File: src/rtl/camera_emu_pkg.sv
// rtl/camera_emu_pkg.sv - shared types and Bayer site codes for the camera stream emulator
package camera_emu_pkg;

    typedef enum logic [2:0] {
        IDLE,
        LEAD,
        ACTIVE,
        HBLANK,
        TRAIL,
        VBLANK
    } state_e;

    typedef enum logic [1:0] {
        PAT_HRAMP,
        PAT_VRAMP,
        PAT_BARS,
        PAT_FCOUNT
    } pattern_e;

    // Bayer site index is {y[0], x[0]}
    localparam logic [1:0] SITE_G_EVEN = 2'b00;
    localparam logic [1:0] SITE_R      = 2'b01;
    localparam logic [1:0] SITE_B      = 2'b10;
    localparam logic [1:0] SITE_G_ODD  = 2'b11;

endpackage

File: src/rtl/camera_emu_pattern.sv
// rtl/camera_emu_pattern.sv - combinational test-pattern generator for one Bayer pixel
module camera_emu_pattern
    import camera_emu_pkg::*;
(
    input  logic [1:0] mode_i,
    input  logic [9:0] x_i,
    input  logic [9:0] y_i,
    input  logic [7:0] frame_i,
    output logic [9:0] data_o
);

    logic [2:0] bar;
    logic       chan_on;

    assign bar = x_i[9:7];

    // Bar index bits are {R, G, B}; the Bayer site picks which one is visible
    always_comb begin
        chan_on = 1'b0;
        case ({y_i[0], x_i[0]})
            SITE_R:      chan_on = bar[2];
            SITE_B:      chan_on = bar[0];
            SITE_G_EVEN: chan_on = bar[1];
            SITE_G_ODD:  chan_on = bar[1];
        endcase
    end

    always_comb begin
        data_o = '0;
        case (mode_i)
            PAT_HRAMP:  data_o = x_i;
            PAT_VRAMP:  data_o = y_i;
            PAT_BARS:   data_o = {10{chan_on}};
            PAT_FCOUNT: data_o = {frame_i, 2'b00};
        endcase
    end

endmodule

File: src/rtl/camera_stream_emulator.sv
// rtl/camera_stream_emulator.sv - synthetic Bayer camera: frame timing FSM, PIXCLK divider, registered pixel bus
module camera_stream_emulator
    import camera_emu_pkg::*;
#(
    parameter int H_ACTIVE = 1280,
    parameter int H_BLANK  = 64,
    parameter int V_ACTIVE = 960,
    parameter int V_BLANK  = 16,
    parameter int FV_LEAD  = 4,
    parameter int FV_TRAIL = 4
) (
    input  logic        Clock,
    input  logic        Resetn,
    input  logic        Enable,
    input  logic        Start,
    input  logic        Stop,
    input  logic [1:0]  Pattern_sel,
    output logic        oPIXCLK,
    output logic [9:0]  oData,
    output logic        oFVAL,
    output logic        oLVAL,
    output logic [31:0] oFrame_Count,
    output logic        oBusy
);

    localparam int LINE_STEPS   = H_ACTIVE + H_BLANK;
    localparam int VBLANK_STEPS = V_BLANK * LINE_STEPS;
    localparam int CW           = 24;

    state_e        state_q, state_d;
    logic [CW-1:0] cnt_q, cnt_d;
    logic [10:0]   line_q, line_d;
    logic [1:0]    mode_q, mode_d;
    logic [7:0]    fcl_q, fcl_d;
    logic          run_q, run_d;
    logic          pclk_q;
    logic          fval_q, lval_q, busy_q;
    logic [9:0]    data_q, pat_data;
    logic [31:0]   frame_count_q;

    assign run_d = Stop ? 1'b0 : (Start | run_q);

    // pclk_q high means this Clock edge is a pixel step (PIXCLK falls)
    always_comb begin
        state_d = state_q;
        cnt_d   = cnt_q;
        line_d  = line_q;
        mode_d  = mode_q;
        fcl_d   = fcl_q;
        if (pclk_q) begin
            cnt_d = cnt_q + 1'b1;
            case (state_q)
                IDLE: begin
                    cnt_d = '0;
                    if (run_q) state_d = LEAD;
                end
                LEAD: if (cnt_q == CW'(FV_LEAD - 1)) begin
                    state_d = ACTIVE;
                    cnt_d   = '0;
                    line_d  = '0;
                end
                ACTIVE: if (cnt_q == CW'(H_ACTIVE - 1)) begin
                    state_d = (line_q == 11'(V_ACTIVE - 1)) ? TRAIL : HBLANK;
                    cnt_d   = '0;
                end
                HBLANK: if (cnt_q == CW'(H_BLANK - 1)) begin
                    state_d = ACTIVE;
                    cnt_d   = '0;
                    line_d  = line_q + 1'b1;
                end
                TRAIL: if (cnt_q == CW'(FV_TRAIL - 1)) begin
                    state_d = VBLANK;
                    cnt_d   = '0;
                end
                VBLANK: if (cnt_q == CW'(VBLANK_STEPS - 1)) begin
                    state_d = run_q ? LEAD : IDLE;
                    cnt_d   = '0;
                end
                default: begin
                    state_d = IDLE;
                    cnt_d   = '0;
                end
            endcase
            if (state_d == LEAD && state_q != LEAD) begin
                mode_d = Pattern_sel;
                fcl_d  = frame_count_q[7:0];
            end
        end
    end

    camera_emu_pattern u_pattern (
        .mode_i  (mode_d),
        .x_i     (cnt_d[9:0]),
        .y_i     (line_d[9:0]),
        .frame_i (fcl_d),
        .data_o  (pat_data)
    );

    always_ff @(posedge Clock or negedge Resetn) begin
        if (!Resetn) begin
            state_q       <= IDLE;
            cnt_q         <= '0;
            line_q        <= '0;
            mode_q        <= '0;
            fcl_q         <= '0;
            run_q         <= 1'b0;
            pclk_q        <= 1'b0;
            fval_q        <= 1'b0;
            lval_q        <= 1'b0;
            data_q        <= '0;
            busy_q        <= 1'b0;
            frame_count_q <= '0;
        end else if (!Enable) begin
            // Abort: partial frame is dropped, frame count is kept
            state_q <= IDLE;
            cnt_q   <= '0;
            line_q  <= '0;
            run_q   <= 1'b0;
            pclk_q  <= 1'b0;
            fval_q  <= 1'b0;
            lval_q  <= 1'b0;
            data_q  <= '0;
            busy_q  <= 1'b0;
        end else begin
            state_q <= state_d;
            cnt_q   <= cnt_d;
            line_q  <= line_d;
            mode_q  <= mode_d;
            fcl_q   <= fcl_d;
            run_q   <= run_d;
            pclk_q  <= ~pclk_q;
            busy_q  <= run_d | (state_d != IDLE);
            if (pclk_q) begin
                fval_q <= (state_d != IDLE) && (state_d != VBLANK);
                lval_q <= (state_d == ACTIVE);
                data_q <= (state_d == ACTIVE) ? pat_data : '0;
                if (state_q == TRAIL && state_d == VBLANK)
                    frame_count_q <= frame_count_q + 32'd1;
            end
        end
    end

    assign oPIXCLK      = pclk_q;
    assign oData        = data_q;
    assign oFVAL        = fval_q;
    assign oLVAL        = lval_q;
    assign oFrame_Count = frame_count_q;
    assign oBusy        = busy_q;

endmodule

File: config.mk
export PLATFORM = sky130hd
export DESIGN_NAME = camera_stream_emulator
export DESIGN_NICKNAME = d
export VERILOG_FILES = /design/src/rtl/camera_emu_pkg.sv /design/src/rtl/camera_emu_pattern.sv /design/src/rtl/camera_stream_emulator.sv
export SDC_FILE = /design/constraint.sdc
export NUM_CORES = 1
export LEC_CHECK = 0
export ABC_AREA = 1
export BUFFER_PORTS_ARGS = -buffer_cell sky130_fd_sc_hd__buf_4
export CAP_MARGIN = 20
export CORE_MARGIN = 3
export CORE_UTILIZATION = 55
export CTS_BUF_LIST = sky130_fd_sc_hd__clkbuf_16
export DETAILED_ROUTE_END_ITERATION = 6
export GPL_ROUTABILITY_DRIVEN = 0
export GPL_TIMING_DRIVEN = 0
export PLACE_DENSITY = 0.76
export SLEW_MARGIN = 30
export SYNTH_ARGS = -nofsm -noshare
export SYNTH_HDL_FRONTEND = slang
export SYNTH_HIERARCHICAL = 1
export SYNTH_SLANG_ARGS = --single-unit
File: constraint.sdc
create_clock -name Clock -period 2.65 [get_ports Clock]
set_input_delay 0.1325 -clock Clock [delete_from_list [all_inputs] [get_ports Clock]]
set_output_delay 0.1325 -clock Clock [all_outputs]
set_load 0.02 [all_outputs]
==> metrics.csv, run 1 <==
metric,value,unit
status,"finished, violations left",
failing checks,negative setup slack,
die extent in y,112,µm
Final Skew,0.00733,ns
Async SR Flop Fraction,100,%
Final period util,103,%
DP HPWL,11700,µm
post-synth cell types,47,
placed cells,1114,
Critical Path Max Stage Delay,0.43,ns
commonest cells in the netlist,"286 x nand2_1, 123 x inv_1, 99 x nand3_1, 95 x dfrtp_1, 85 x nor2_1",
Slew @ Worst Pin,0.857,ns
final setup margin,-0.0845,ns
die footprint,0.0126,mm²
Clock transition at path regs,0.07,ns
crit path capture type,flip-flop,
Final ANT Viol Nets,0,
drc violations,0,
Leak,0.00378,µW
fraction of layout cells with a size suffix above 1,17.3,%
Final Max Tran Viols,0,
CTS H-tree lvls,3,
DR iter-0 viols,564,
Syn Nets,934,
fmax,366,MHz
Layout Cells excl Fill,1156,
cell internal pwr,2460,µW
grt ovf,0,
Total GRT Usage,27.4,%
Setup-failing EPs final,10,
"count leader, synth",nand2_1,
vias in the first global route,5822,
Reg power frac,44.6,%
Via Count,6324,
P_sw,1020,µW
final WL,17100,µm
row count,38,
CP Max Fanout,5,
count of input and output buffers,52,
first-pass GRT wire length,28200,µm
core area,0.0109,mm²
setup TNS,-0.576,ns
Cell Pwr Density,461,mW/mm²
number of nets in the layout,1023,
die width,112,µm
Hold Crit Class,primary input to flip-flop,
VDD IR-drop max,0.521,mV
CP required,2.94,ns
RSZ-0062 raised after global routing,true,
area grow syn2layout,21.5,%
share of the synthesized area in the top cell type,38.2,%
max-cap viol count,0,
Final min period,2.73,ns
top post-synthesis cells by area,"dfrtp_1 38%, nand2_1 17%, nand3_1 8.0%",
leading area contributor after synthesis,dfrtp_1,
"EDFF count, synth",0,
clock latency on the worst-skew pair,0.35,ns
total CTS buffers,9,
Most used DFF post-synth,dfrtp_1,
Starting Density,56.9,%
cells after synthesis,922,
antenna cells,0,
TritonRoute pass-1 iters,5,
largest net degree at the start of global routing,96,
Max clock buf depth,2,
post-synthesis sequential area ratio,38.2,%
clk sinks,95,
critical path arrival,3.03,ns
crit path kind,flip-flop to flip-flop,
root buf cell,clkbuf_16,
post-synthesis cell area,0.00622,mm²
Comb pwr share,18.4,%
final core utilization,69.1,%
CTS tree,yes,
Top Family by Delay on Critical Path,simple AND/OR/NAND/NOR gates,
slowest cell on the critical path,dfrtp_1,
via density per instance,5.47,
yosys warns,6,
I/O Pins,53,
WL/cell,14.8,µm
Worst Setup Start Kind,flip-flop,
"flops & latches, synth",95,
initial antenna violation count,0,
final hold vios,0,
"Avg Cell Area, Syn",6.75,µm²
worst rel slew slack,42.6,%
Sw Share,29.4,%
"Cell Chain, Critical Path",ha_4 > nand3_4 > nor2_4 > nand3_4 > o21ai_4 > nand3_2 > nor3_4 > buf_6 > nand3b_1 > and2_4 > buf_6 > nor2_4 > nand2_1 > nand4_1 > nand3_1 > nand2_1,
Clk pwr share,37.0,%
Worst Path Buf+Inv,2,
==> per-stage QoR <==
step	cell area, µm²	hold slack (ns)	setup slack [ns]	total power [µW]
after floorplan	6220	-0.163	0.130	1950
final	7560	0.0825	-0.0845	3480
after global routing	7560	0.0764	-0.319	3650
after global placement	6790	0.309	-0.531	2100
after CTS	7400	0.0752	0.00124	3480
after detailed placement	6790	0.286	-0.512	2110
==> repair_timing <==
item                       4_1_cts  5_1_grt
setup endpoints to repair       10       13
hold buffers                     2        0
gates resized for setup         47       27
cloned                           2        0
pin swaps                       22       12
buffers inserted                16        7
hold endpoints to repair        96        0
==> area by class of cell <==
type / instances / area, µm²
multi-input combinational: 675 / 3480
fill: 946 / 3380
sequential: 95 / 2380
timing repair buffer: 77 / 594
inverter: 131 / 497
clock buffer: 9 / 225
tap: 140 / 175
buffer: 22 / 135
clock inverter: 7 / 66.3
==> cells by family after synthesis <==
logic type	Yosys count	synth area share, %
adder cells (fa/ha/maj)	5	1.01
AND/OR/NAND/NOR	579	42.2
flip-flops	95	38.2
buffers and inverters	154	9.88
AO/OA/AOI/OAI	81	7.58
XOR/XNOR	8	1.13
==> registers in the layout (all words and copies together), names as in the netlist <==
name          flops
oPIXCLK           1
line_q           11
oLVAL             1
oData            10
oFVAL             1
run_q             1
fcl_q             8
mode_q            2
oBusy             1
cnt_q            24
state_q           3
oFrame_Count     32
==> final timing paths <==
check                          start         end  slack (ns)  cells past startpoint
setup / recovery           line_q[1]    oData[6]       -0.08                     16
hold / removal                Enable  line_q[10]        0.08                      2
setup reg to reg           line_q[1]    oData[6]       -0.08                     16
hold reg to reg             fcl_q[3]    fcl_q[3]        0.48                      2
max in group asynchronous     Resetn  state_q[2]        1.59                      2
min in group asynchronous     Resetn   cnt_q[20]        0.44                      2
==> layer usage <==
metal	vias to the layer above	part of all wire (%)	wire, µm	global-route usage (%)
li1	3176	-	-	-
met1	2918	44	7560	38.1
met2	199	46	7910	42.7
met3	31	7.4	1260	6.15
met4	0	2.1	358	9.05
met5	-	0	0	0
==> power groups by stage <==
| stage | registers [µW] | logic [µW] | clock network (µW) |
|---|---|---|---|
| after floorplan | 1580 | 373 | 0 |
| after global placement | 1580 | 522 | 0 |
| after detailed placement | 1580 | 528 | 0 |
| after CTS | 1550 | 614 | 1310 |
| after global routing | 1570 | 711 | 1380 |
| final | 1560 | 640 | 1290 |
==> worst register-to-register path: stages, from the launching register on <==
cell	delay (ns)
dfrtp_1	0.43
ha_4	0.18
nand3_4	0.09
nor2_4	0.14
nand3_4	0.11
o21ai_4	0.19
nand3_2	0.11
nor3_4	0.31
buf_6	0.16
nand3b_1	0.10
and2_4	0.22
buf_6	0.13
nor2_4	0.14
nand2_1	0.09
nand4_1	0.11
nand3_1	0.09
nand2_1	0.08
==> placed cells by master, fill, tap and decap left out, types with 3 or more instances in the layout <==
| master | instances |
|---|---|
| and2_1 | 8 |
| ha_1 | 3 |
| inv_1 | 122 |
| nor2_1 | 74 |
| buf_4 | 75 |
| dfrtp_2 | 4 |
| nand3b_1 | 4 |
| a31oi_1 | 4 |
| nor4_1 | 4 |
| inv_2 | 9 |
| nand3_1 | 92 |
| a21oi_1 | 22 |
| clkbuf_1 | 13 |
| nand2_2 | 12 |
| nor3_1 | 12 |
| nand3_2 | 6 |
| nand4_1 | 51 |
| buf_6 | 7 |
| nor2_2 | 14 |
| o21ai_0 | 32 |
| nand3_4 | 6 |
| o22ai_1 | 3 |
| dfrtp_1 | 91 |
| nor2_4 | 9 |
| nand2_4 | 5 |
| nand2_1 | 276 |
| clkbuf_16 | 9 |
| xor2_1 | 6 |
Note: power is estimated with default switching activity, not from simulation.
==> run 2: changes to the inputs <==
SKIP_CTS_REPAIR_TIMING = 1   (was not set)
==> run 2 against run 1 <==
The run still ends with negative setup slack left. Critical path depth is 1 higher. Sequential power hardly changed. Flip-flop and latch count stayed put. Wire length is 0.52% lower. Worst hold slack worse by 0.0027 ns. Clock power hardly changed. Maximum frequency is 0.41% lower. Combinational power is 0.9% lower. Final area is 0.70% lower. Sequential share of layout area is 0.20 points higher. Worst setup slack worse by 0.011 ns. Die area stayed put. Highest routed layer unchanged.
==> metrics.csv, run 2 (synthesized netlist as in run 1, its figures left out) <==
metric,value,unit,change
status,"finished, violations left",,unchanged
failing checks,negative setup slack,,unchanged
crit path capture type,flip-flop,,unchanged
DP Area,0.00679,mm²,unchanged
drc violations,0,,unchanged
"most common cell after layout, fill and taps aside",nand2_1,,unchanged
Clock transition at path regs,0.07,ns,about the same
row count,38,,unchanged
DP HPWL,11700,µm,unchanged
CP required,2.94,ns,about the same
Placement Setup Slack,-0.512,ns,unchanged
Final ANT Viol Nets,0,,unchanged
TritonRoute pass-1 iters,7,,was 5
Setup-failing EPs final,10,,unchanged
Final Skew,0.00843,ns,was 0.00733 ns
final setup margin,-0.0958,ns,was -0.0845 ns
die width,112,µm,unchanged
Comb pwr share,18.2,%,was 18.4%
Hold Crit Class,primary input to flip-flop,,unchanged
initial antenna violation count,0,,unchanged
max FFs per register,32,,unchanged
Final min period,2.75,ns,was 2.73 ns
Leak,0.00378,µW,about the same
die footprint,0.0126,mm²,unchanged
RSZ-0062 raised after global routing,true,,unchanged
grt ovf,0,,unchanged
Final period util,104,%,was 103%
total CTS buffers,9,,unchanged
final core utilization,68.6,%,was 69.1%
cell internal pwr,2460,µW,about the same
DR iter-0 viols,546,,was 564
core area,0.0109,mm²,unchanged
Final Max Tran Viols,0,,unchanged
Total GRT Usage,26.0,%,was 27.4%
Worst Setup Start Kind,flip-flop,,unchanged
Sw Share,29.5,%,was 29.4%
WL/cell,14.7,µm,was 14.8 µm
largest net degree at the start of global routing,96,,unchanged
VDD IR-drop max,0.523,mV,was 0.521 mV
worst rel slew slack,38.2,%,was 42.6%
"Design Area, Final",0.00751,mm²,was 0.00756 mm²
Clk pwr share,37.1,%,was 37.0%
count of input and output buffers,52,,unchanged
I/O Pins,53,,unchanged
Filler Cells Inserted,945,,was 946
critical path arrival,3.04,ns,was 3.03 ns
final WL,17000,µm,was 17100 µm
Slew @ Worst Pin,0.923,ns,was 0.857 ns
die extent in y,112,µm,unchanged
Max clock buf depth,2,,unchanged
clk sinks,95,,unchanged
Layout Cells excl Fill,1157,,was 1156
final hold vios,0,,unchanged
area grow syn2layout,20.7,%,was 21.5%
CTS tree,yes,,unchanged
via density per instance,5.50,,was 5.47
CTS H-tree lvls,3,,unchanged
Starting Density,56.9,%,unchanged
antenna cells,0,,unchanged
number of nets in the layout,1024,,was 1023
Min Hold Slack,0.0798,ns,was 0.0825 ns
most frequent cells in the layout,"277 x nand2_1, 124 x inv_1, 92 x nand3_1, 92 x dfrtp_1, 78 x buf_4",,"was 276 x nand2_1, 122 x inv_1, 92 x nand3_1, 91 x dfrtp_1, 75 x buf_4"
Via Count,6366,,was 6324
Reg power frac,44.7,%,was 44.6%
max-cap viol count,0,,unchanged
CP Max Fanout,5,,unchanged
root buf cell,clkbuf_16,,unchanged
clock latency on the worst-skew pair,0.35,ns,about the same
P_sw,1030,µW,was 1020 µW
fmax,364,MHz,was 366 MHz
fraction of layout cells with a size suffix above 1,16.7,%,was 17.3%
placed cells,1114,,unchanged
crit path kind,flip-flop to flip-flop,,unchanged
vias in the first global route,5561,,was 5822
Cell Pwr Density,464,mW/mm²,was 461 mW/mm²
first-pass GRT wire length,26700,µm,was 28200 µm
run 2: cell types whose count changed in the layout (fill, tap and decap cells not counted), sizes merged:
cell / change
clkbuf: -1
buf: +2
run 2: metal layers:
metal	share of wire (%)	track usage (%)	vias to the layer above
li1	-	-	3171
met1	44	36.9	2926
met2	46	40.1	234
met3	7.7	5.88	35
met4	2.1	8.09	0
met5	0	0	-
run 2: through the flow:
step	setup TNS (ns)	power [µW]
finish	-0.654	3480
global placement	-5.14	2100
floorplan	0	1950
global route	-2.63	3650
detailed placement	-4.95	2110
CTS	-5.17	3390
run 2: layout make-up:
type                            instances  area [µm²]  share of cell area, %
Clock inverter                          7        66.3                  0.883
Timing Repair Buffer                   78         607                   8.08
Buffer                                 22         129                   1.72
Multi-Input combinational cell        675        3420                   45.6
Inverter                              131         499                   6.65
Clock buffer                            9         225                   3.00
Tap cell                              140         175                   2.33
Sequential cell                        95        2380                   31.7
run 2: power by group through the flow:
stage          Sequential, µW  Clock [µW]  Combinational [µW]
2_1_floorplan            1580           0                 373
3_3_place_gp             1580           0                 522
3_5_place_dp             1580           0                 528
4_1_cts                  1550        1310                 531
5_1_grt                  1570        1380                 703
6_report                 1560        1290                 634
run 2: worst paths after layout:
| check | start | to | slack, ns | depth (start not counted) |
|---|---|---|---|---|
| min in group asynchronous | Resetn | cnt_q[20] | 0.44 | 2 |
| setup / recovery | line_q[1] | oData[2] | -0.1 | 17 |
| setup reg to reg | line_q[1] | oData[2] | -0.1 | 17 |
| hold reg to reg | fcl_q[3] | fcl_q[3] | 0.48 | 2 |
| hold / removal | Enable | line_q[10] | 0.08 | 2 |
| max in group asynchronous | Resetn | state_q[2] | 1.59 | 2 |
run 2: worst max-delay path, cell delays in order (launching register included):
cell and delay (ns):
dfrtp_1 0.39, ha_2 0.21, nand3_2 0.11, nor2_4 0.16, nand3_2 0.13, o21ai_2 0.18
nand3_2 0.13, nor3_4 0.29, buf_6 0.16, nand3b_1 0.09, and2_4 0.18, inv_6 0.09
nand2_4 0.05, nor2_4 0.13, nand2_2 0.12, nand4_1 0.10, nand3_1 0.08, nand2_1 0.08
